$ cat config.mk
export PLATFORM = sky130hd
export DESIGN_NAME = bcd_updown_chain
export DESIGN_NICKNAME = d
export VERILOG_FILES = /design/src/rtl/bcd_updown_chain_pkg.sv /design/src/rtl/bcd_updown_chain_digit.sv /design/src/rtl/bcd_updown_chain.sv
export SDC_FILE = /design/constraint.sdc
export NUM_CORES = 1
export LEC_CHECK = 0
export ABC_AREA = 1
export BUFFER_PORTS_ARGS = -buffer_cell sky130_fd_sc_hd__buf_2
export CAP_MARGIN = 40
export CORE_MARGIN = 2
export CORE_UTILIZATION = 57
export CTS_CLUSTER_DIAMETER = 40
export DETAILED_ROUTE_END_ITERATION = 10
export MAX_ROUTING_LAYER = met4
export PLACE_DENSITY = 0.86
export SYNTH_ARGS = -nofsm -noshare
export SYNTH_HDL_FRONTEND = slang
export SYNTH_SLANG_ARGS = --single-unit
$ cat constraint.sdc
create_clock -name clk -period 3.9 [get_ports clk]
set_input_delay 0.78 -clock clk [delete_from_list [all_inputs] [get_ports clk]]
set_output_delay 0.78 -clock clk [all_outputs]
set_load 0.02 [all_outputs]
$ cat src/rtl/bcd_updown_chain_pkg.sv
// Shared constants and types for the multi-digit BCD up/down counter.
package bcd_updown_chain_pkg;

    localparam int BCD_BIT_WIDTH = 4;

    typedef logic [BCD_BIT_WIDTH-1:0] bcd_t;

    localparam bcd_t BCD_ZERO  = 4'd0;
    localparam bcd_t BCD_NINE  = 4'd9;
    localparam bcd_t INCREMENT = 4'd1;
    localparam bcd_t DECREMENT = 4'd1;

    localparam logic ENABLED   = 1'b1;
    localparam logic DISABLED  = 1'b0;
    localparam logic DIR_UP    = 1'b1;
    localparam logic DIR_DOWN  = 1'b0;

endpackage

$ cat src/rtl/bcd_updown_chain_digit.sv
// One BCD digit with its own upper limit. It steps when told to and reports
// whether it currently sits on the boundary for the selected direction, so the
// parent can decide whether the next digit steps too.
module bcd_updown_digit
    import bcd_updown_chain_pkg::*;
(
    input  logic       clk,
    input  logic       rst_n,
    input  logic       step,
    input  logic       dir,
    input  logic       load,
    input  bcd_t       def,
    input  bcd_t       limit,
    output bcd_t       value,
    output logic       at_boundary
);

    bcd_t next_value;

    // Next value for a single step; >= on the up side lets an out-of-range
    // digit fall back to zero, while the down side just decrements it.
    always_comb begin
        next_value  = value;
        at_boundary = 1'b0;
        if (dir == DIR_UP) begin
            at_boundary = (value >= limit);
            next_value  = (value >= limit) ? BCD_ZERO : value + INCREMENT;
        end else begin
            at_boundary = (value == BCD_ZERO);
            next_value  = (value == BCD_ZERO) ? limit : value - DECREMENT;
        end
    end

    // Digit register: reset and load both take the default value.
    always_ff @(posedge clk) begin
        if (!rst_n) begin
            value <= def;
        end else if (load) begin
            value <= def;
        end else if (step) begin
            value <= next_value;
        end
    end

endmodule

$ cat src/rtl/bcd_updown_chain.sv
// Multi-digit BCD up/down counter with per-digit limits, wrap or saturate at
// the range ends, carry/borrow out and a registered terminal-count pulse.
module bcd_updown_chain
    import bcd_updown_chain_pkg::*;
#(
    parameter int DIGITS = 4,
    parameter int WRAP   = 1
) (
    input  logic                              clk,
    input  logic                              rst_n,
    input  logic                              en,
    input  logic                              dir,
    input  logic                              load_default,
    input  logic [DIGITS*BCD_BIT_WIDTH-1:0]   def_value,
    input  logic [DIGITS*BCD_BIT_WIDTH-1:0]   limit_value,
    output logic [DIGITS*BCD_BIT_WIDTH-1:0]   value,
    output logic                              carry,
    output logic                              borrow,
    output logic                              tc,
    output logic                              overflowed
);

    logic [DIGITS-1:0] at_boundary;
    logic [DIGITS-1:0] chain_ok;
    logic              all_boundary;
    logic              acc;
    logic              hold;

    // Prefix AND of the digit boundaries: digit i may step only when every
    // lower digit is at its boundary; the full product is the range end.
    always_comb begin
        acc      = 1'b1;
        chain_ok = '0;
        for (int i = 0; i < DIGITS; i++) begin
            chain_ok[i] = acc;
            acc         = acc & at_boundary[i];
        end
        all_boundary = acc;
    end

    assign carry  = en & (dir == DIR_UP)   & all_boundary;
    assign borrow = en & (dir == DIR_DOWN) & all_boundary;

    // In saturate mode a step that would wrap the whole counter is dropped.
    assign hold = (WRAP == 0) & (carry | borrow);

    genvar g;
    generate
        for (g = 0; g < DIGITS; g++) begin : g_digit
            bcd_updown_digit u_digit (
                .clk         (clk),
                .rst_n       (rst_n),
                .step        (en & chain_ok[g] & ~hold),
                .dir         (dir),
                .load        (load_default),
                .def         (def_value[g*BCD_BIT_WIDTH +: BCD_BIT_WIDTH]),
                .limit       (limit_value[g*BCD_BIT_WIDTH +: BCD_BIT_WIDTH]),
                .value       (value[g*BCD_BIT_WIDTH +: BCD_BIT_WIDTH]),
                .at_boundary (at_boundary[g])
            );
        end
    endgenerate

    // Terminal count pulse, one cycle after a carry/borrow step; a load
    // in the same cycle suppresses it.
    always_ff @(posedge clk) begin
        if (!rst_n) begin
            tc <= 1'b0;
        end else begin
            tc <= (carry | borrow) & ~load_default;
        end
    end

    // Sticky overflow flag; a load clears it even if a carry happens too.
    always_ff @(posedge clk) begin
        if (!rst_n) begin
            overflowed <= 1'b0;
        end else if (load_default) begin
            overflowed <= 1'b0;
        end else if (carry | borrow) begin
            overflowed <= 1'b1;
        end
    end

endmodule

# == Yosys cells after proc, flatten, opt, wreduce, memory -nomap -nowiden ==
# Cells that the tools add are included.
# classes
n_addsub,8
n_lt_le_gt_ge,4
eq_ne,4
muxes,28
n_bitwise,15
reduce_logical,5
# op_table
operator,n
$mux W4,24
$add A4 B1 Y4 const B,4
$ge A4 B4 Y1,4
$logic_not A4 Y1,4
$sub A4 B1 Y4 const B,4
$ne A3 B1 Y1 const B,4
$and A1 B1 Y1,11
$mux W1,4
$not A1 Y1,3
$reduce_or A2 Y1,1
$or A1 B1 Y1,1
# word_totals
reg_bits,18
in_bits,37
out_inout_bits,20
word_cells,70

# == Longest topological paths before layout ==
# Gate-level depths: netlist of run 1.
# logic_depth
ltp_word,8
depth_mapped,12
ltp_nobuf,12

# == Modules after synthesis ==
# From an unflattened synthesis of run 1, not the netlist that was laid out.
# hier_totals
hier_cells,355
area_unflattened_um2,2318.5
# by_module_without_submodules
mod,instances,cells_each,area_each_um2,seq_area_each_um2
bcd_updown_digit,4,84,550.5,120.1
bcd_updown_chain,1,19,116.4,40.0

# == Least setup slack after synthesis of run 1 ==
# OpenSTA, ideal clock, no wires.
# synth_path
kind,in2out
from,in limit_value[15]
to,out borrow
arrival_time_ps,1964
required_ps,3120
path_slack_ps,1156
path_stages,10
n_path_buf,0
cell_sequence,inv_1 > ha_1 > nand2_1 > inv_1 > nand2_1 > nand4_1 > nand2_1 > nor2_1 > inv_1 > nor2_1
# synth_between
elab_chain_cells,4
# synth_rtl
item,line_no,rtl
from (decl),bcd_updown_chain.sv:15,"input logic [DIGITS*BCD_BIT_WIDTH-1:0] limit_value,"
$ge A4 B4 Y1,bcd_updown_chain_digit.sv:26,at_boundary = (value >= limit);
$mux W1,bcd_updown_chain_digit.sv:25,if (dir == DIR_UP) begin
$and A1 B1 Y1,bcd_updown_chain.sv:36,acc = acc & at_boundary[i];
$and A1 B1 Y1,bcd_updown_chain.sv:42,assign borrow = en & (dir == DIR_DOWN) & all_boundary;
to (decl),bcd_updown_chain.sv:18,"output logic borrow,"
# No other way between the ends.

# == Worst setup path in the final report of run 1 ==
# Same ends and word-level chain as after synthesis.

==> results of run 1 <==
==> cells by family (layout without fill, tap and decap cells) <==
| group | count (synthesis) | count (layout) |
|---|---|---|
| DFF | 18 | 18 |
| AOI/OAI and AO/OA | 36 | 36 |
| adders and majority gates | 26 | 26 |
| xor gates and xnor gates | 10 | 10 |
| buffers and inverters | 61 | 117 |
| and+or+nand+nor | 139 | 139 |
==> how the worst max path moves through the flow <==
| stage | from | endpoint | slack [ns] | depth (start not counted) |
|---|---|---|---|---|
| 5_1_grt | g_digit[0].u_digit.value[0] | borrow | 0.80 | 13 |
| 3_5_place_dp | limit_value[15] | borrow | 0.98 | 12 |
| 4_1_cts | limit_value[15] | borrow | 0.97 | 12 |
| 3_3_place_gp | limit_value[15] | borrow | 1.06 | 12 |
| 6_report | limit_value[15] | borrow | 0.99 | 12 |
| 2_1_floorplan | limit_value[15] | borrow | 1.16 | 10 |
==> state kept, by name, indices dropped and copies added, names as in the netlist <==
name                   flops
g_digit.u_digit.value     16
overflowed                 1
tc                         1
==> per-stage QoR <==
| stage | util (%) | std cells | total power [W] | cell area, um^2 | hold slack, ns |
|---|---|---|---|---|---|
| floorplan | - | 290 | 0.0004716 | 2006 | 0.5272 |
| global placement | 69.08 | 388 | 0.0005409 | 2323 | 0.4635 |
| detailed placement | 69.08 | 388 | 0.0005506 | 2323 | 0.4724 |
| CTS | 69.87 | 392 | 0.0006426 | 2350 | 0.4866 |
| global route | 69.87 | 392 | 0.0006973 | 2350 | 0.4984 |
| finish | 69.87 | 392 | 0.0006437 | 2350 | 0.4810 |
==> power groups by stage <==
stage	Clock (W)	Sequential (W)	Combinational, W
floorplan	0	0.000289	0.000183
global placement	0	0.000272	0.000269
detailed placement	0	0.000272	0.000279
CTS	0.0000954	0.000268	0.000279
global route	0.000103	0.000273	0.000321
finish	0.0000974	0.000268	0.000278
==> area by class of cell <==
class / count / area (um^2)
clock buffer: 4 / 26.28
fill: 322 / 1013
inverter: 56 / 210.2
multi-input combinational: 211 / 1247
sequential: 18 / 520.5
tap: 46 / 57.56
timing repair buffer: 57 / 287.8
==> per-layer routing <==
layer,track usage (%),vias to the layer above
li1,-,1039
met3,3.214,2
met4,3.533,0
met2,42.11,67
met1,29.37,896
met5,-,-
==> worst min-delay path: stages (launching register included) <==
cell and delay [ns]:
dfxtp_1 0.33, nand2_1 0.06, nand2_1 0.05
==> placed cells by master (no fill, tap or decap), drive strengths merged <==
master and instances:
dfxtp 2, nand3 16, clkinv 1, nand4 4
a21oi 11, ha 26, or2 4, a21o 1
o22a 2, clkbuf 4, nor3 6, o21a 1
xor2 5, nor2 38, inv 55, nand2 71
o211ai 4, buf 57, o21ai 10, edfxtp 16
xnor2 5, a31oi 7
==> flow_summary.toml, run 1 <==
[route]
viasPerCell = 5.112
drcViolationCount = 0
wl_per_cell_um = 11.14
wl_met3_um = 235
wl_met2_um = 2164
m1WireLength_um = 1960
routed_wl_um = 4365
drt-pass1-iter-count = 4
top_layer = "met4"
num_vias = 2004
drtIter0Drc = 147
postRouteAntennaNets = 0

[setup_path]
r2r-end = "g_digit[2].u_digit.value[2]"
r2r_setup_slack_ns = 1.76
critPathMaxFanout = 4
reg2reg_from = "g_digit[0].u_digit.value[0]"
cp_slowest_cell = "ha_1"
path_cells = "buf_2 -> inv_1 -> ha_1 -> nand2_1 -> inv_1 -> nand2_1 -> nand4_1 -> nand2_1 -> nor2_1 -> inv_1 -> nor2_1 -> buf_2"
crit_type = "in2out"
max_stage_delay_ns = 0.28
rr_worst_depth = 10
crit_buf_inv = 5
cp.required_ns = 3.12
path_delay_family = "simple AND/OR/NAND/NOR gates"
cp-start-kind = "primary input"
cp_data_arrival_time_ns = 2.13
end_kind = "output pin"

[die]
rows = 21
dieHeight_um = 63.32
die_area_um2 = 4009
core_area_um2 = 3363
start_util_pct = 59.64
io_pins = 57
fp.dieW_um = 63.32

[cts]
cts_resized = 0
numClockSinks = 18
clock_latency_ns = 0.29
clkTransAtPathRegs_ns = 0.10
root_buffer = "clkbuf_4"
clockBufferDepth = 2
ctsHoldBuffers = 0
postCtsSetupRepairBufs = 0
h-tree-depth = 1
numCtsBuffers = 3
cts_tree = "yes"

[power_and_ir_drop]
combPwrFrac_pct = 43.2
p_clk_share_pct = 15.1
p_leak_nw = 1.296
vdd_ir_drop_max_mv = 0.1360
p_sw_share_pct = 39.90
power_density_nw_per_um2 = 273.9
seqPwrFrac_pct = 41.6
power.switching_w = 0.0002568
internal_power_w = 0.0003869

[grt]
antenna_found_initial = 0
grt_pass1_wl_um = 7734
grtUsageTotal_pct = 23.74
grt_pass1_vias = 1881
grt_overflow_total = 0
grt_max_degree = 34

[min_path]
hold_path.class = "reg2reg"
hold_depth = 2
holdCritStartpoint = "overflowed"
whs_endpoint = "overflowed"

[finish]
drive_gt1_share_pct = 21.68
final_net_count = 410
diodes = 0
syn_to_final_growth_pct = 17.16

[yosys]
synth-simple-area-share_pct = 30.38
ys_top_cells_by_count = "70 x nand2_1, 51 x inv_1, 36 x nor2_1"
synth_nets = 353
ys_types = 31
synth_compound_area_share_pct = 11.10
ys_seq_area_share_pct = 25.95
synth_top_area_cell = "edfxtp_1"
ys.flop_type = "edfxtp_1"
synth_cells = 290
syn_area_um2 = 2006
synthTopCellsByArea = "edfxtp_1 24%, ha_1 16%, nand2_1 13%, inv_1 9.5%, nor2_1 6.7%"
synth_most_common_cell = "nand2_1"
synth_top_family_by_area = "simple AND/OR/NAND/NOR gates"
synth_edf_count = 16
synth_top_area_share_pct = 23.96
syn_area_per_cell_um2 = 6.916
muxShareOfSynthArea_pct = 0
synthXorXnorAreaFrac_pct = 4.367
ys_warn_count = 0
synthAdderAreaFrac_pct = 16.22
synthArstFlopShare_pct = 0
ys_ff_latch = 18

[sta]
setup_viol = 0
setup_ws_ns = 0.9866
skew_ns = 0.009313
min_period_ns = 2.913
slew_violations = 0
maxSlewHeadroom_pct = 64.85
max_slew.worst_pin.slew_ns = 0.5218
finalHoldViolCount = 0
clock.fmax_mhz = 343.2
timing.final.crit_share_pct = 74.70
finalSetupTns_ns = 0
rsz0062_at_grt = "no"

[placed_design]
dp_slack_ns = 0.9773
hpwl_um = 3473
io_buffers = 56
routabilityCongestion = 0.8950

[run_status]
status = "finished, final reports clean"

[job]
cap_violations = 0
Note: power is estimated with default switching activity, not from simulation.
==> run 2: changes to the inputs <==
Settings changed: CORE_UTILIZATION 57 to 53, PLACE_DENSITY 0.86 to 0.81.
Clock period 3.9 ns to 2.8 ns, I/O delays scaled along.
==> flow_summary.toml, run 2 (synthesis results as in run 1) <==
[setup_path]
r2r_setup_slack_ns = 0.68
cp.required_ns = 2.24
cp-start-kind = "register"
crit_top_cell = "nand2_1"
cp_data_arrival_time_ns = 2.05
max_stage_delay_ns = 0.52
end_kind = "output pin"
path_cells = "ha_1 -> nand2_1 -> inv_1 -> nand2_1 -> nand4_1 -> nand2_1 -> nor2_1 -> inv_1 -> nor2_1 -> buf_2"
critPathMaxFanout = 8
rr_worst_depth = 10
crit_type = "reg2out"
cp_slowest_cell = "edfxtp_1"

[cts]
h-tree-depth = 1
cts_resized = 0
numClockSinks = 18
cts_tree = "yes"
postCtsSetupRepairBufs = 0
clkTransAtPathRegs_ns = 0.07
clockBufferDepth = 2
ctsHoldBuffers = 0
root_buffer = "clkbuf_8"
numCtsBuffers = 3
clock_latency_ns = 0.25

[power_and_ir_drop]
power_density_nw_per_um2 = 407.3
p_leak_nw = 1.319
vdd_ir_drop_max_mv = 0.2024
finalPower_w = 0.0009758

[route]
num_vias = 1999
drcViolationCount = 0
drtIter0Drc = 77
drt-pass1-iter-count = 4
viasPerCell = 5.048
routed_wl_um = 4413
wl_per_cell_um = 11.14
postRouteAntennaNets = 0

[grt]
grtUsageTotal_pct = 23.76
antenna_found_initial = 0
grt_pass1_wl_um = 7790
grt_pass1_vias = 1848
grt_overflow_total = 0
grt_max_degree = 14

[placed_design]
dp_cells = 392
io_buffers = 56
routabilityCongestion = 0.8905
hpwl_um = 3654

[sta]
skew_ns = 0.002265
maxSlewHeadroom_pct = 64.15
rsz0062_at_grt = "no"
setup_viol = 0
min_period_ns = 2.614
max_slew.worst_pin.slew_ns = 0.5321
clock.fmax_mhz = 382.6
finalSetupTns_ns = 0
timing.final.crit_share_pct = 93.36
slew_violations = 0
finalHoldViolCount = 0

[die]
rows = 22
core_area_um2 = 3661
io_pins = 57
dieHeight_um = 65.52
start_util_pct = 54.78
fp.dieW_um = 65.52
die_area_um2 = 4292

[finish]
largest_reg_flops = 16
top_register = "g_digit.u_digit.value"
final_net_count = 412
diodes = 0
reg_top3 = "g_digit.u_digit.value: 16 flops, overflowed: 1 flops, tc: 1 flops"
final_cell_mix = "70 x nand2_1, 56 x buf_2, 51 x inv_1, 35 x nor2_1, 26 x ha_1"
drive_gt1_share_pct = 22.41
fin_cells = 396
final_common_cell = "nand2_1"
syn_to_final_growth_pct = 19.46

[min_path]
hold_path.class = "reg2reg"
hold_depth = 2

[job]
cap_violations = 0

[run_status]
status = "finished, final reports clean"
-- run 2: power by group --
part	leakage (nW)	internal [W]	switching, W
combinational	1.11	0.000158	0.000230
sequential	0.179	0.000328	0.0000459
clock	0.0288	0.000125	0.0000890
-- run 2: critical path: cells and delay by family (launching register included) --
family / cells / cell delay, ns
DFF: 1 / 0.52
buffers and inverters: 3 / 0.31
adders and majority gates: 1 / 0.33
and+or+nand+nor: 6 / 0.64
-- run 2: final cells by class --
type                    count  area, um^2
fillers                   362        1265
multi-input cells         211        1247
flip-flops and latches     18       520.5
repair buffers             59       302.8
inverters                  56       210.2
well taps                  48       60.06
clock buffers               4       55.05
-- run 2: through the flow --
step           setup slack [ns]  util (%)  instance area, um^2  hold slack [ns]
6_report                 0.1860     65.45                 2396           0.4727
5_1_grt                 0.02821     65.45                 2396           0.5004
4_1_cts                  0.1918     65.45                 2396           0.4851
3_5_place_dp             0.3237     63.94                 2341           0.4724
3_3_place_gp             0.4036     63.94                 2341           0.4680
2_1_floorplan            0.4748         -                 2006           0.5272
-- run 2: path summary, 6_finish.rpt --
kind	from	end
setup / recovery	g_digit[3].u_digit.value[2]	carry
hold / removal	overflowed	overflowed
setup reg to reg	g_digit[0].u_digit.value[0]	g_digit[2].u_digit.value[0]
hold reg to reg	overflowed	overflowed
-- run 2: metal layers --
metal	GRT usage [%]	share of wire, %	routed length (um)
met1	28.97	46	2049
met2	41.33	48	2101
met3	2.911	4.6	201
met4	7.031	1.4	61
met5	-	0	0
==> run 3: changes to the inputs <==
Settings changed: CORE_UTILIZATION 53 to 57, PLACE_DENSITY 0.81 to 0.86.
Clock period 2.8 ns to 3.05 ns, I/O delays scaled along.
==> flow_summary.toml, run 3 (synthesis results as in run 1) <==
[cts]
ctsHoldBuffers = 0
clkTransAtPathRegs_ns = 0.10
h-tree-depth = 1
root_buffer = "clkbuf_4"
numCtsBuffers = 3
postCtsSetupRepairBufs = 0
cts_tree = "yes"
cts_resized = 0
numClockSinks = 18
clockBufferDepth = 2
clock_latency_ns = 0.29

[finish]
largest_reg_flops = 16
fin_cells = 392
final_cell_mix = "70 x nand2_1, 56 x buf_2, 51 x inv_1, 35 x nor2_1, 26 x ha_1"
diodes = 0
drive_gt1_share_pct = 21.97
final_net_count = 411
reg_top3 = "g_digit.u_digit.value: 16 flops, overflowed: 1 flops, tc: 1 flops"
stdcell_area_um2 = 2354
top_register = "g_digit.u_digit.value"
final_common_cell = "nand2_1"
syn_to_final_growth_pct = 17.34

[job]
cap_violations = 0

[sta]
min_period_ns = 2.710
slew_violations = 0
max_slew.worst_pin.slew_ns = 0.5517
skew_ns = 0.002221
maxSlewHeadroom_pct = 62.83
finalHoldViolCount = 0
finalSetupTns_ns = 0
setup_viol = 0
timing.final.crit_share_pct = 88.85
clock.fmax_mhz = 369.0
rsz0062_at_grt = "no"

[placed_design]
place_area_um2 = 2331
dp_cells = 389
hpwl_um = 3494
routabilityCongestion = 0.8958
io_buffers = 56

[setup_path]
crit_top_cell = "nand2_1"
cp.required_ns = 2.44
cp_data_arrival_time_ns = 2.10
end_kind = "output pin"
path_cells = "inv_1 -> ha_1 -> o21ai_0 -> nand2_1 -> nand2_1 -> nand2_1 -> inv_1 -> nor2_4 -> nand2_1 -> nor2_1 -> buf_2"
crit_type = "reg2out"
max_stage_delay_ns = 0.49
cp-start-kind = "register"
cp_slowest_cell = "edfxtp_1"
critPathMaxFanout = 5

[power_and_ir_drop]
p_clk_share_pct = 14.5
combPwrFrac_pct = 43.5
power_density_nw_per_um2 = 347.8
p_leak_nw = 1.300
p_sw_share_pct = 40.05
power.switching_w = 0.0003278
internal_power_w = 0.0004907
vdd_ir_drop_max_mv = 0.1820
seqPwrFrac_pct = 42.0

[die]
start_util_pct = 59.64
die_area_um2 = 4009
dieHeight_um = 63.32
fp.dieW_um = 63.32
rows = 21
core_area_um2 = 3363
io_pins = 57

[grt]
grt_max_degree = 20
grt_pass1_wl_um = 7458
grt_overflow_total = 0
grt_pass1_vias = 1850
antenna_found_initial = 0
grtUsageTotal_pct = 23.12

[route]
postRouteAntennaNets = 0
drcViolationCount = 0
drtIter0Drc = 125
drt-pass1-iter-count = 5
wl_per_cell_um = 11.16
viasPerCell = 5.120
routed_wl_um = 4374
num_vias = 2007

[run_status]
status = "finished, final reports clean"

[min_path]
hold_path.class = "reg2reg"
-- run 3: final timing paths --
check                                    from                           to  slack (ns)  cells past startpoint
setup / recovery  g_digit[1].u_digit.value[0]                       borrow        0.34                     11
setup reg to reg  g_digit[0].u_digit.value[0]  g_digit[2].u_digit.value[1]        0.90                     10
hold reg to reg                    overflowed                   overflowed        0.48                      2
hold / removal                     overflowed                   overflowed        0.48                      2
-- run 3: cell type report --
class,count,area (um^2)
Clock buffer,3,22.52
Multi-Input combinational cell,211,1247
Sequential cell,18,520.5
Inverter,56,210.2
Timing Repair Buffer,58,295.3
Fill cell,324,1010
Tap cell,46,57.56
-- run 3: routing by layer --
| layer | share of wire (%) | GRT usage [%] | up-vias |
|---|---|---|---|
| met2 | 47 | 40.13 | 68 |
| li1 | - | - | 1045 |
| met4 | 0.53 | 6.793 | 0 |
| met1 | 46 | 28.10 | 892 |
| met3 | 6.3 | 2.857 | 2 |
| met5 | 0 | - | - |
-- run 3: metrics by stage --
| stage | total power, W | hold WS, ns | worst slack, ns | util [%] |
|---|---|---|---|---|
| 2_1_floorplan | 0.0006030 | 0.5272 | 0.6455 | - |
| 3_3_place_gp | 0.0006930 | 0.4605 | 0.5519 | 69.31 |
| 3_5_place_dp | 0.0007047 | 0.4674 | 0.4789 | 69.31 |
| 4_1_cts | 0.0008206 | 0.4821 | 0.3370 | 69.98 |
| 5_1_grt | 0.0008867 | 0.4954 | 0.06745 | 69.98 |
| 6_report | 0.0008186 | 0.4760 | 0.3402 | 69.98 |
-- run 3: worst max-delay path, delay by kind of cell (launching register included) --
family	cells	cell delay, ns
adder cells (fa/ha/maj)	1	0.24
flip-flops	1	0.49
AND/OR/NAND/NOR	6	0.39
buffers and inverters	3	0.51
AO/OA/AOI/OAI	1	0.16
-- run 3: power by group through the flow --
stage	Sequential, W	Clock [W]	Combinational [W]
after detailed placement	0.000348	0	0.000356
final	0.000344	0.000119	0.000356
after global placement	0.000348	0	0.000345
after CTS	0.000343	0.000121	0.000357
after global routing	0.000349	0.000127	0.000410
after floorplan	0.000369	0	0.000234
